`src/rtl/vai_mmio_initiator.sv`:
```
`default_nettype none
// ============================================================================
// Module      : vai_mmio_initiator
// Description : Command-port to CCI-P MMIO request engine. Turns a simple
//               command handshake into c0 MMIO write/read strobes with an
//               MMIO header, and matches c2 read responses by tid. A read
//               waits for its response for up to TIMEOUT_CYCLES cycles,
//               counted from the ISSUE cycle. If no response arrives, it
//               completes with all-ones data and the timeout flag set.
//
// Ports       : pClk                  - clock, rising edge
//               pck_cp2af_softReset_n - asynchronous active-low reset
//               cmd_*                 - command handshake and fields
//               mmio_*                - c0 MMIO request strobes, header, data
//               c2_*                  - c2 MMIO read response from responder
//               rsp_*                 - single-cycle read completion
//               stray_count           - saturating count of unmatched c2
//                                       responses
// Revision    : 1.0 - initial release
// ============================================================================
module vai_mmio_initiator #(
    parameter int TIMEOUT_CYCLES = 256,
    parameter int TID_WIDTH      = 9
) (
    input  logic                 pClk,
    input  logic                 pck_cp2af_softReset_n,
    // command port
    input  logic                 cmd_valid,
    output logic                 cmd_ready,
    input  logic                 cmd_is_write,
    input  logic                 cmd_len64,
    input  logic [15:0]          cmd_addr,
    input  logic [63:0]          cmd_wdata,
    // c0 MMIO request
    output logic                 mmio_wr_valid,
    output logic                 mmio_rd_valid,
    output logic [15:0]          mmio_addr,
    output logic [1:0]           mmio_length,
    output logic [TID_WIDTH-1:0] mmio_tid,
    output logic [63:0]          mmio_data,
    // c2 MMIO read response
    input  logic                 c2_rd_valid,
    input  logic [TID_WIDTH-1:0] c2_tid,
    input  logic [63:0]          c2_data,
    // read completion
    output logic                 rsp_valid,
    output logic [63:0]          rsp_data,
    output logic                 rsp_timeout,
    output logic                 rsp_error,
    output logic [15:0]          stray_count
);

    localparam int c_TMR_W = $clog2(TIMEOUT_CYCLES + 1);

    localparam logic [1:0] S_IDLE  = 2'd0;
    localparam logic [1:0] S_ISSUE = 2'd1;
    localparam logic [1:0] S_WAIT  = 2'd2;
    localparam logic [1:0] S_RESP  = 2'd3;

    logic [1:0]           r_state;
    logic                 r_is_write;
    logic [TID_WIDTH-1:0] r_tid_ctr;
    logic [c_TMR_W-1:0]   r_timer;

    logic                 r_cmd_ready;
    logic                 r_mmio_wr_valid;
    logic                 r_mmio_rd_valid;
    logic [15:0]          r_mmio_addr;
    logic [1:0]           r_mmio_length;
    logic [TID_WIDTH-1:0] r_mmio_tid;
    logic [63:0]          r_mmio_data;
    logic                 r_rsp_valid;
    logic [63:0]          r_rsp_data;
    logic                 r_rsp_timeout;
    logic                 r_rsp_error;
    logic [15:0]          r_stray_count;

    logic                 w_accept;
    logic                 w_misaligned;
    logic                 w_match;
    logic                 w_timer_expired;

    assign w_accept        = cmd_valid && r_cmd_ready;
    // A 64-bit access must start on an even dword.
    assign w_misaligned    = cmd_len64 && cmd_addr[0];
    // mmio_tid holds the tid of the outstanding read while waiting.
    assign w_match         = c2_rd_valid && (r_state == S_WAIT) && (c2_tid == r_mmio_tid);
    assign w_timer_expired = (r_timer >= c_TMR_W'(TIMEOUT_CYCLES - 1));

    always_ff @(posedge pClk or negedge pck_cp2af_softReset_n) begin
        if (!pck_cp2af_softReset_n) begin
            r_state         <= S_IDLE;
            r_is_write      <= 1'b0;
            r_tid_ctr       <= '0;
            r_timer         <= '0;
            r_cmd_ready     <= 1'b0;
            r_mmio_wr_valid <= 1'b0;
            r_mmio_rd_valid <= 1'b0;
            r_mmio_addr     <= '0;
            r_mmio_length   <= '0;
            r_mmio_tid      <= '0;
            r_mmio_data     <= '0;
            r_rsp_valid     <= 1'b0;
            r_rsp_data      <= '0;
            r_rsp_timeout   <= 1'b0;
            r_rsp_error     <= 1'b0;
            r_stray_count   <= '0;
        end else begin
            // Strobes are single-cycle pulses.
            r_mmio_wr_valid <= 1'b0;
            r_mmio_rd_valid <= 1'b0;
            r_rsp_valid     <= 1'b0;

            // Any c2 response not matching the outstanding read is stray,
            // including every response that arrives outside WAIT.
            if (c2_rd_valid && !w_match && (r_stray_count != 16'hFFFF)) begin
                r_stray_count <= r_stray_count + 16'd1;
            end

            case (r_state)
                S_IDLE: begin
                    r_cmd_ready <= 1'b1;
                    if (w_accept) begin
                        r_cmd_ready <= 1'b0;
                        if (w_misaligned) begin
                            // Rejected without any bus activity.
                            r_state       <= S_RESP;
                            r_rsp_valid   <= 1'b1;
                            r_rsp_data    <= '1;
                            r_rsp_timeout <= 1'b0;
                            r_rsp_error   <= 1'b1;
                        end else begin
                            r_state         <= S_ISSUE;
                            r_is_write      <= cmd_is_write;
                            r_mmio_wr_valid <= cmd_is_write;
                            r_mmio_rd_valid <= !cmd_is_write;
                            r_mmio_addr     <= cmd_addr;
                            r_mmio_length   <= {1'b0, cmd_len64};
                            r_mmio_data     <= cmd_wdata;
                            r_mmio_tid      <= cmd_is_write ? '0 : r_tid_ctr;
                            // The timer counts from the ISSUE cycle.
                            r_timer         <= '0;
                            if (!cmd_is_write) begin
                                r_tid_ctr <= r_tid_ctr + 1'b1;
                            end
                        end
                    end
                end

                S_ISSUE: begin
                    r_timer <= r_timer + 1'b1;
                    if (r_is_write) begin
                        r_state     <= S_IDLE;
                        r_cmd_ready <= 1'b1;
                    end else begin
                        r_state <= S_WAIT;
                    end
                end

                S_WAIT: begin
                    // A match in the expiry cycle takes precedence.
                    if (w_match) begin
                        r_state       <= S_RESP;
                        r_rsp_valid   <= 1'b1;
                        r_rsp_data    <= c2_data;
                        r_rsp_timeout <= 1'b0;
                        r_rsp_error   <= 1'b0;
                    end else if (w_timer_expired) begin
                        r_state       <= S_RESP;
                        r_rsp_valid   <= 1'b1;
                        r_rsp_data    <= '1;
                        r_rsp_timeout <= 1'b1;
                        r_rsp_error   <= 1'b0;
                    end else begin
                        r_timer <= r_timer + 1'b1;
                    end
                end

                default: begin
                    // S_RESP: rsp_valid is high for this one cycle.
                    r_state     <= S_IDLE;
                    r_cmd_ready <= 1'b1;
                end
            endcase
        end
    end

    assign cmd_ready     = r_cmd_ready;
    assign mmio_wr_valid = r_mmio_wr_valid;
    assign mmio_rd_valid = r_mmio_rd_valid;
    assign mmio_addr     = r_mmio_addr;
    assign mmio_length   = r_mmio_length;
    assign mmio_tid      = r_mmio_tid;
    assign mmio_data     = r_mmio_data;
    assign rsp_valid     = r_rsp_valid;
    assign rsp_data      = r_rsp_data;
    assign rsp_timeout   = r_rsp_timeout;
    assign rsp_error     = r_rsp_error;
    assign stray_count   = r_stray_count;

endmodule
`default_nettype wire
```
`config.mk`:
```
export PLATFORM = sky130hd
export DESIGN_NAME = vai_mmio_initiator
export DESIGN_NICKNAME = d
export VERILOG_FILES = /design/src/rtl/vai_mmio_initiator.sv
export SDC_FILE = /design/constraint.sdc
export NUM_CORES = 1
export LEC_CHECK = 0
export ABC_AREA = 1
export ABC_CLOCK_PERIOD_IN_PS = 5600
export CAP_MARGIN = 30
export CORE_ASPECT_RATIO = 1.4
export CORE_UTILIZATION = 48
export DETAILED_ROUTE_END_ITERATION = 10
export PLACE_DENSITY = 0.88
export SLEW_MARGIN = 10
export SYNTH_ARGS = -nofsm -noshare
export SYNTH_HDL_FRONTEND = slang
export SYNTH_SLANG_ARGS = --single-unit
```
`constraint.sdc`:
```
create_clock -name pClk -period 5.6 [get_ports pClk]
set_input_delay 1.68 -clock pClk [delete_from_list [all_inputs] [get_ports pClk]]
set_output_delay 1.68 -clock pClk [all_outputs]
set_load 0.02 [all_outputs]
```
Yosys cells after proc, flatten, opt, wreduce, memory -nomap -nowiden. Cells that the tools add are included.

Bits in registers: 197. Bits of input ports: 159. Output and inout port bits: 177. Word-level logic and storage cells: 92.

Add/sub/neg operators: 3. Magnitude comparators: 1. Eq/ne operators: 11. Mux-type cells: 41. Bitwise gates (word level): 3. Reduce and logical (&&, ||, !) cells: 17.

Operator list (count): $mux W64 (4); $pmux W64 S2 (1); $mux W9 (5); $pmux W9 S3 (1); $mux W1 (20); $add A9 B1 Y9 const B (2); $add A16 B1 Y16 const B (1); $ne A16 B16 Y1 const B (1); $ne A2 B2 Y1 const B (6); $mux W2 (5); $eq A9 B9 Y1 (1); $ge A9 B8 Y1 const B (1); $reduce_and A4 Y1 (2); $logic_and A1 B1 Y1 (6); $pmux W1 S2 (3); $pmux W2 S3 (1); $reduce_and A5 Y1 (1); $reduce_and A2 Y1 (2); $ne A3 B3 Y1 const B (1); $not A1 Y1 (3); $pmux W1 S3 (1); $reduce_and A3 Y1 (1); $reduce_bool A3 Y1 (1); $eq A2 B1 Y1 const B (1); 4 further kinds (5).

Longest topological paths before layout. Gate-level depths: netlist of run 1.

Depth in word-level cells: 6. Mapped depth: 15. Gate-level depth less buffers: 13.

Least setup slack after synthesis of run 1. OpenSTA, ideal clock, no wires.

Path kind: in2reg. Start: in c2_rd_valid. End: reg r_rsp_data[33] (netlist: rsp_data[33]). Setup time: 0.117 ns. Data arrival time: 2.716 ns. Data required time: 5.483 ns. Slack: 2.767 ns. Stages on the path: 11. Path buffers: 2. Cell sequence: nand2_1 a21oi_1 nand2_1 nor2_1 nand3_2 nand3_2 nand3_1 buf_4 buf_6 nand2_1 nand2_1.

Cells in the longest elaborated chain, start to end: 4. Elaborated cells on any way between the ends: 6. Classes of those cells: eq/ne: 1; mux: 2; reduce/logical: 3.

Ends and longest elaborated chain: from (decl) (RTL line 42) `input logic c2_rd_valid,`; $logic_and A1 B1 Y1 (*) (2 in a row) (RTL line 87) `assign w_match = c2_rd_valid && (r_state == S_WAIT) && (c2_tid == r_mmio_tid);`; $ne A3 B3 Y1 (no line) or $mux W64 (tied branches); $reduce_and A4 Y1 (no line) or $pmux W64 S2 (tied branches); to (signal assigned) (RTL line 165) `r_rsp_data <= c2_data;`; to (decl) (RTL line 73) `logic [63:0] r_rsp_data;`.

Every way passes the cells marked *; elsewhere a longest branch is shown, timed or not. A chain may end at the register's enable or synchronous reset.

Final worst setup path of run 1.
Start: in c2_tid[4]. End: reg r_rsp_data[15] (netlist: rsp_data[15]).

Cells in the longest elaborated chain, start to end: 4. Elaborated cells on any way between the ends: 6. Classes of those cells: eq/ne: 2; mux: 2; reduce/logical: 2.

Ends and longest elaborated chain: from (decl) (RTL line 43) `input logic [TID_WIDTH-1:0] c2_tid,`; $eq A9 B9 Y1 (*) (RTL line 87); $logic_and A1 B1 Y1 (*) (RTL line 87); $ne A3 B3 Y1 (no line) or $mux W64 (tied branches); $reduce_and A4 Y1 (no line) or $pmux W64 S2 (tied branches).

Marked as above.

==> results of run 1 <==
-- stage by stage --
step	util, %	cell area [sq um]	std cells	setup slack (ps)
after floorplan	-	8990	1131	2770
after global placement	68.7	12500	1656	1600
after detailed placement	68.7	12500	1656	1530
after CTS	72.1	13100	1688	1980
after global routing	72.2	13100	1689	1680
final	72.2	13100	1689	1920
-- where the power goes --
group | switching, uW | total (uW) | internal, uW | leakage (uW)
Clock | 594 | 1270 | 681 | 0.000299
Combinational | 2160 | 3770 | 1600 | 0.00371
Sequential | 386 | 2440 | 2050 | 0.00241
-- final timing paths --
check	startpoint	endpoint	cells past startpoint
worst min register to register	rsp_data[40]$_DFFE_PN0P_	rsp_data[40]$_DFFE_PN0P_	2
max in group asynchronous	pck_cp2af_softReset_n	mmio_data[43]$_DFFE_PN0P_	2
worst min-delay path	rsp_data[40]$_DFFE_PN0P_	rsp_data[40]$_DFFE_PN0P_	2
worst max-delay path	c2_tid[4]	rsp_data[15]$_DFFE_PN0P_	12
min in group asynchronous	pck_cp2af_softReset_n	mmio_addr[11]$_DFFE_PN0P_	1
worst max register to register	r_timer[0]$_DFFE_PN0P_	rsp_data[15]$_DFFE_PN0P_	14
-- area by class of cell --
type,count,area [sq um]
fillers,1298,5040
flip-flops and latches,197,4930
repair buffers,344,3450
multi-input cells,755,3350
inverters,121,454
clock buffers,17,425
well taps,240,300
clock inverters,15,184
-- cell families after synthesis --
logic type                 Yosys count  share of synthesized area [%]
and+or+nand+nor                    686                           31.5
DFF                                197                           54.9
buffers and inverters              179                           8.16
AOI/OAI and AO/OA                   38                           2.23
xor gates and xnor gates            22                           2.14
adders and majority gates            8                           1.11
other                                1                         0.0417
-- layer usage --
| layer | global-route usage, % | up-vias | part of all wire [%] |
|---|---|---|---|
| li1 | - | 4094 | - |
| met1 | 31.5 | 3952 | 39 |
| met2 | 45.2 | 377 | 50 |
| met3 | 7.57 | 61 | 7.8 |
| met4 | 13.2 | 0 | 3.8 |
| met5 | 0 | - | 0 |
-- sequential cells by signal, summed over array words and instances (netlist names) --
register and cells:
mmio_data 64, rsp_data 64, mmio_addr 16, stray_count 16, mmio_tid 9, r_tid_ctr 9, r_timer 9, r_state 2
cmd_ready 1, mmio_length 1, mmio_rd_valid 1, mmio_wr_valid 1, r_is_write 1, rsp_error 1, rsp_timeout 1, rsp_valid 1
-- layout by cell type (no fill, tap or decap), drive strengths merged --
cell type      synthesis  final
clkinvlp               0      1
conb                   1      1
clkdlybuf4s50          0    333
dfrtp                197    197
o22ai                  6      6
nand4                 70     70
buf                   23     10
xor2                  14     14
a21oi                  6      6
o21ai                 25     25
xnor2                  8      8
bufinv                 0      2
or2                    2      2
nand3                 25     25
clkinv                 0      2
nand3b                 3      3
nand2                546    546
clkbuf                35     18
ha                     8      8
nor4                   2      2
nor2                  29     29
inv                  121    131
o211ai                 1      1
nor3                   9      9
-- critical path, stage by stage --
cell	delay [ps]
clkdlybuf4s50_1	480
inv_1	40
nand2_1	50
nand2_1	110
nand2_1	100
nor2_1	50
nand3_2	120
nand3_2	410
nand3_2	170
buf_4	560
nand2_1	120
nand2_1	120
==> results.sh, run 1 <==
export IMPL_grt_pass1_wl_um=41000
export IMPL_first_global_vias=8323
export IMPL_io_pins=336
export IMPL_end_kind="register"
export IMPL_dp_hpwl_um=17900
export IMPL_avgViaCountPerCell=5.02
export IMPL_tightest_slew_ps=810
export IMPL_synth_area_sq_um=8990
export IMPL_synth_fp_nets=1298
export IMPL_drcViolationCount=0
export IMPL_max_freq_ghz=0.272
export IMPL_synthCells=1131
export IMPL_hold_viol=0
export IMPL_rsz0062_at_grt="no"
export IMPL_final_antenna_net_count=0
export IMPL_antenna_found_initial=0
export IMPL_ys_seq_area_share_pct=54.9
export IMPL_synth_edf_count=0
export IMPL_dr_pass1_iters=7
export IMPL_hold_class="register to register"
export IMPL_skew_ps=14.8
export IMPL_slew_headroom_pct=45.9
export IMPL_critPathMaxFanout=66
export IMPL_clkTransAtPathRegs_ps=80
export IMPL_cts_made_buffers=17
export IMPL_holdWs_ps=473
export IMPL_ys_ff_latch=197
export IMPL_ys_top_cells_by_count="546 x nand2_1, 197 x dfrtp_1, 118 x inv_1, 70 x nand4_1, 35 x clkbuf_1"
export IMPL_antenna_cells=0
export IMPL_drive_above_1_share_pct=3.86
export IMPL_cts_resized=0
export IMPL_overflow=0
export IMPL_synthTopCellsByArea="dfrtp_1 55%, nand2_1 23%, inv_1 4.9%"
export IMPL_htree_levels=4
export IMPL_critPathArrivalTime_ps=4040
export IMPL_p_leak_uw=0.00642
export IMPL_ir_worst_vdd_mv=0.323
export IMPL_avgSynthCellArea_sq_um=7.95
export IMPL_num_nets_final=1603
export IMPL_clk_insertion_delay_late_ps=440
export IMPL_syn_to_final_growth_pct=45.8
export IMPL_dieArea_sq_um=19300
export IMPL_yosysMostFrequentCell="nand2_1"
export IMPL_cts_sinks=197
export IMPL_drt_iter0_markers=588
export IMPL_start_kind="input port"
export IMPL_ys_warn_count=0
export IMPL_grt_total_usage_pct=26.8
export IMPL_ys_types=25
export IMPL_vias=8484
export IMPL_die_h_um=164
export IMPL_required_ps=5960
export IMPL_period_share_pct=65.7
export IMPL_grt_max_degree=121
export IMPL_fp_coreArea_sq_um=18100
export IMPL_cts_max_path_buffers=2
export IMPL_post_cts_buffers=0
export IMPL_critical_path_class="input port to register"
export IMPL_drv_slew=0
export IMPL_tns_ps=0
export IMPL_rows=58
export IMPL_fin_crit_ps=3680
export IMPL_ys_flop_type="dfrtp_1"
export IMPL_totalPowerFinal_uw=7480
export IMPL_pwr_density_cell_nw_per_um2=571
export IMPL_cts_root_buf="clkbuf_16"
export IMPL_drv_cap=0
export IMPL_cts_tree="done"
export IMPL_port_buffers=334
export IMPL_reg2reg_slack_ps=2740
export IMPL_start_util_pct=49.5
export IMPL_gp_congestion=0.900
export IMPL_status="completed"
export IMPL_wl_um=25400
export IMPL_die_w_um=118
export IMPL_setup_viol=0
export IMPL_cts_hold_buffers=0
export IMPL_route_detailed_wl_per_inst_um=15.0
export IMPL_yosysTopAreaCellShare_pct=54.9
export IMPL_synthArstFlopShare_pct=100
export IMPL_synth_top_area_cell="dfrtp_1"
No activity file was read; power rests on OpenSTA's default activity.
==> run 2, diff against run 1 <==
ABC_CLOCK_PERIOD_IN_PS = 3400   (was 5600)
CORE_UTILIZATION = 45   (was 48)
PLACE_DENSITY = 0.83   (was 0.88)
clock period = 3.4 ns   (was 5.6 ns; I/O delays follow)
==> results.sh, run 2 (same netlist as run 1, synthesis figures left out) <==
export IMPL_status="completed"
export IMPL_critPathArrivalTime_ps=2940
export IMPL_reg2reg_from="r_timer[0]$_DFFE_PN0P_"
export IMPL_cts_resized=0
export IMPL_required_ps=3760
export IMPL_min_from="rsp_data[0]$_DFFE_PN0P_"
export IMPL_slew_headroom_pct=42.6
export IMPL_n_fill_cell=1551
export IMPL_cts_root_buf="clkbuf_16"
export IMPL_io_pins=336
export IMPL_overflow=0
export IMPL_syn_to_final_growth_pct=46.4
export IMPL_dpl_cell_area_sq_um=12600
export IMPL_first_global_vias=8421
export IMPL_cp_slowest_cell="buf_4"
export IMPL_pwr_density_cell_nw_per_um2=939
export IMPL_avgViaCountPerCell=5.06
export IMPL_critical_path_class="input port to register"
export IMPL_reg2reg_slack_ps=900
export IMPL_whs_endpoint="rsp_data[0]$_DFFE_PN0P_"
export IMPL_start_util_pct=46.4
export IMPL_cts_hold_buffers=0
export IMPL_end_kind="register"
export IMPL_drv_cap=0
export IMPL_antenna_found_initial=0
export IMPL_fp_coreArea_sq_um=19400
export IMPL_dp_hpwl_um=18300
export IMPL_final_cell_mix="544 x nand2_1, 333 x clkdlybuf4s50_1, 197 x dfrtp_1, 118 x inv_1, 70 x nand4_1"
export IMPL_rr_endpoint="rsp_data[7]$_DFFE_PN0P_"
export IMPL_final_antenna_net_count=0
export IMPL_p_leak_uw=0.00642
export IMPL_reg2reg_depth=14
export IMPL_num_nets_final=1605
export IMPL_htree_levels=4
export IMPL_critPathMaxFanout=66
export IMPL_hold_viol=0
export IMPL_crit_top_cell="nand2_1"
export IMPL_cts_made_buffers=17
export IMPL_die_h_um=169
export IMPL_ff_latch_area_sq_um=4930
export IMPL_port_buffers=334
export IMPL_post_cts_buffers=0
export IMPL_ir_worst_vdd_mv=0.552
export IMPL_final_common_cell="nand2_1"
export IMPL_antenna_cells=0
export IMPL_whs_path_depth=2
export IMPL_die_w_um=121
export IMPL_crit_path_max_incr_delay_ps=550
export IMPL_tns_ps=0
export IMPL_cts_sinks=197
export IMPL_fin_crit_ps=2580
export IMPL_grt_max_degree=84
export IMPL_clk_insertion_delay_late_ps=430
export IMPL_path_cells="clkdlybuf4s50_1 -> inv_1 -> nand2_1 -> nand2_1 -> nand2_1 -> nor2_1 -> nand3_2 -> nand3_2 -> nand3_2 -> buf_4 -> nand2_1 -> nand2_1"
export IMPL_clkTransAtPathRegs_ps=80
export IMPL_stdcell_area_sq_um=13200
export IMPL_route_detailed_wl_per_inst_um=15.6
export IMPL_hold_class="register to register"
export IMPL_dr_pass1_iters=5
export IMPL_cts_tree="done"
export IMPL_skew_ps=13.0
export IMPL_cts_max_path_buffers=2
export IMPL_rows=60
export IMPL_period_share_pct=76.0
export IMPL_start_kind="input port"
export IMPL_grt_total_usage_pct=26.1
export IMPL_drive_above_1_share_pct=3.93
export IMPL_rsz0062_at_grt="no"
export IMPL_grt_pass1_wl_um=41900
export IMPL_gp_congestion=0.948
export IMPL_setup_viol=0
export IMPL_tightest_slew_ps=860
export IMPL_dieArea_sq_um=20500
export IMPL_wl_um=26500
export IMPL_vias=8598
export IMPL_drt_iter0_markers=643
export IMPL_max_freq_ghz=0.387
export IMPL_drv_slew=0
export IMPL_drcViolationCount=0
export IMPL_multiInputGateArea_sq_um=3350
## run 2: cell types whose count changed in the layout (fill, tap and decap cells not counted), moves of 2 or more
cell | before | now
buf_12 | 1 | 7
inv_6 | 7 | 1
clkinv_4 | 0 | 4
buf_4 | 8 | 5
clkinvlp_4 | 1 | 3
## run 2: power by group
group,switching (uW),internal (uW)
combinational,3630,2690
sequential,640,3380
clock,959,1060
total,5230,7130
## run 2: worst max-delay path, delay by kind of cell
kind | cells | cell delay (ps)
buffers and inverters | 3 | 1070
AND/OR/NAND/NOR | 9 | 830
## run 2: worst max-delay path by stage
stage / slack, ps / start / to
5_1_grt: 640 / r_timer[0]$_DFFE_PN0P_ / rsp_data[42]$_DFFE_PN0P_
3_5_place_dp: 390 / c2_tid[4] / rsp_data[44]$_DFFE_PN0P_
3_3_place_gp: 460 / c2_tid[4] / rsp_data[13]$_DFFE_PN0P_
6_report: 820 / c2_tid[4] / rsp_data[7]$_DFFE_PN0P_
4_1_cts: 800 / stray_count[2]$_DFFE_PN0P_ / stray_count[2]
2_1_floorplan: 1230 / c2_rd_valid / rsp_data[33]$_DFFE_PN0P_
## run 2: final cells by class
| class | count | area share (%) |
|---|---|---|
| well taps | 248 | 2.36 |
| inverters | 121 | 3.45 |
| flip-flops and latches | 197 | 37.5 |
| clock inverters | 13 | 1.07 |
| repair buffers | 346 | 26.8 |
| multi-input cells | 755 | 25.5 |
| clock buffers | 19 | 3.37 |
## run 2: routing by layer
metal  part of all wire, %  global-route usage, %  up-vias
met4                   2.8                   10.1        0
met1                    39                   30.4     4084
met3                   7.7                   6.49       50
li1                      -                      -     4104
met2                    51                   45.6      360
met5                     0                      0        -
## run 2: per-stage QoR
step / cells / hold WS [ps] / total power (uW) / worst slack [ps] / utilization, %
2_1_floorplan: 1131 / 442 / 7480 / 1230 / -
3_3_place_gp: 1667 / 452 / 10200 / 462 / 64.9
3_5_place_dp: 1667 / 457 / 10300 / 388 / 64.9
4_1_cts: 1699 / 475 / 12400 / 797 / 67.9
5_1_grt: 1699 / 487 / 13200 / 644 / 67.9
6_report: 1699 / 471 / 12400 / 815 / 67.9
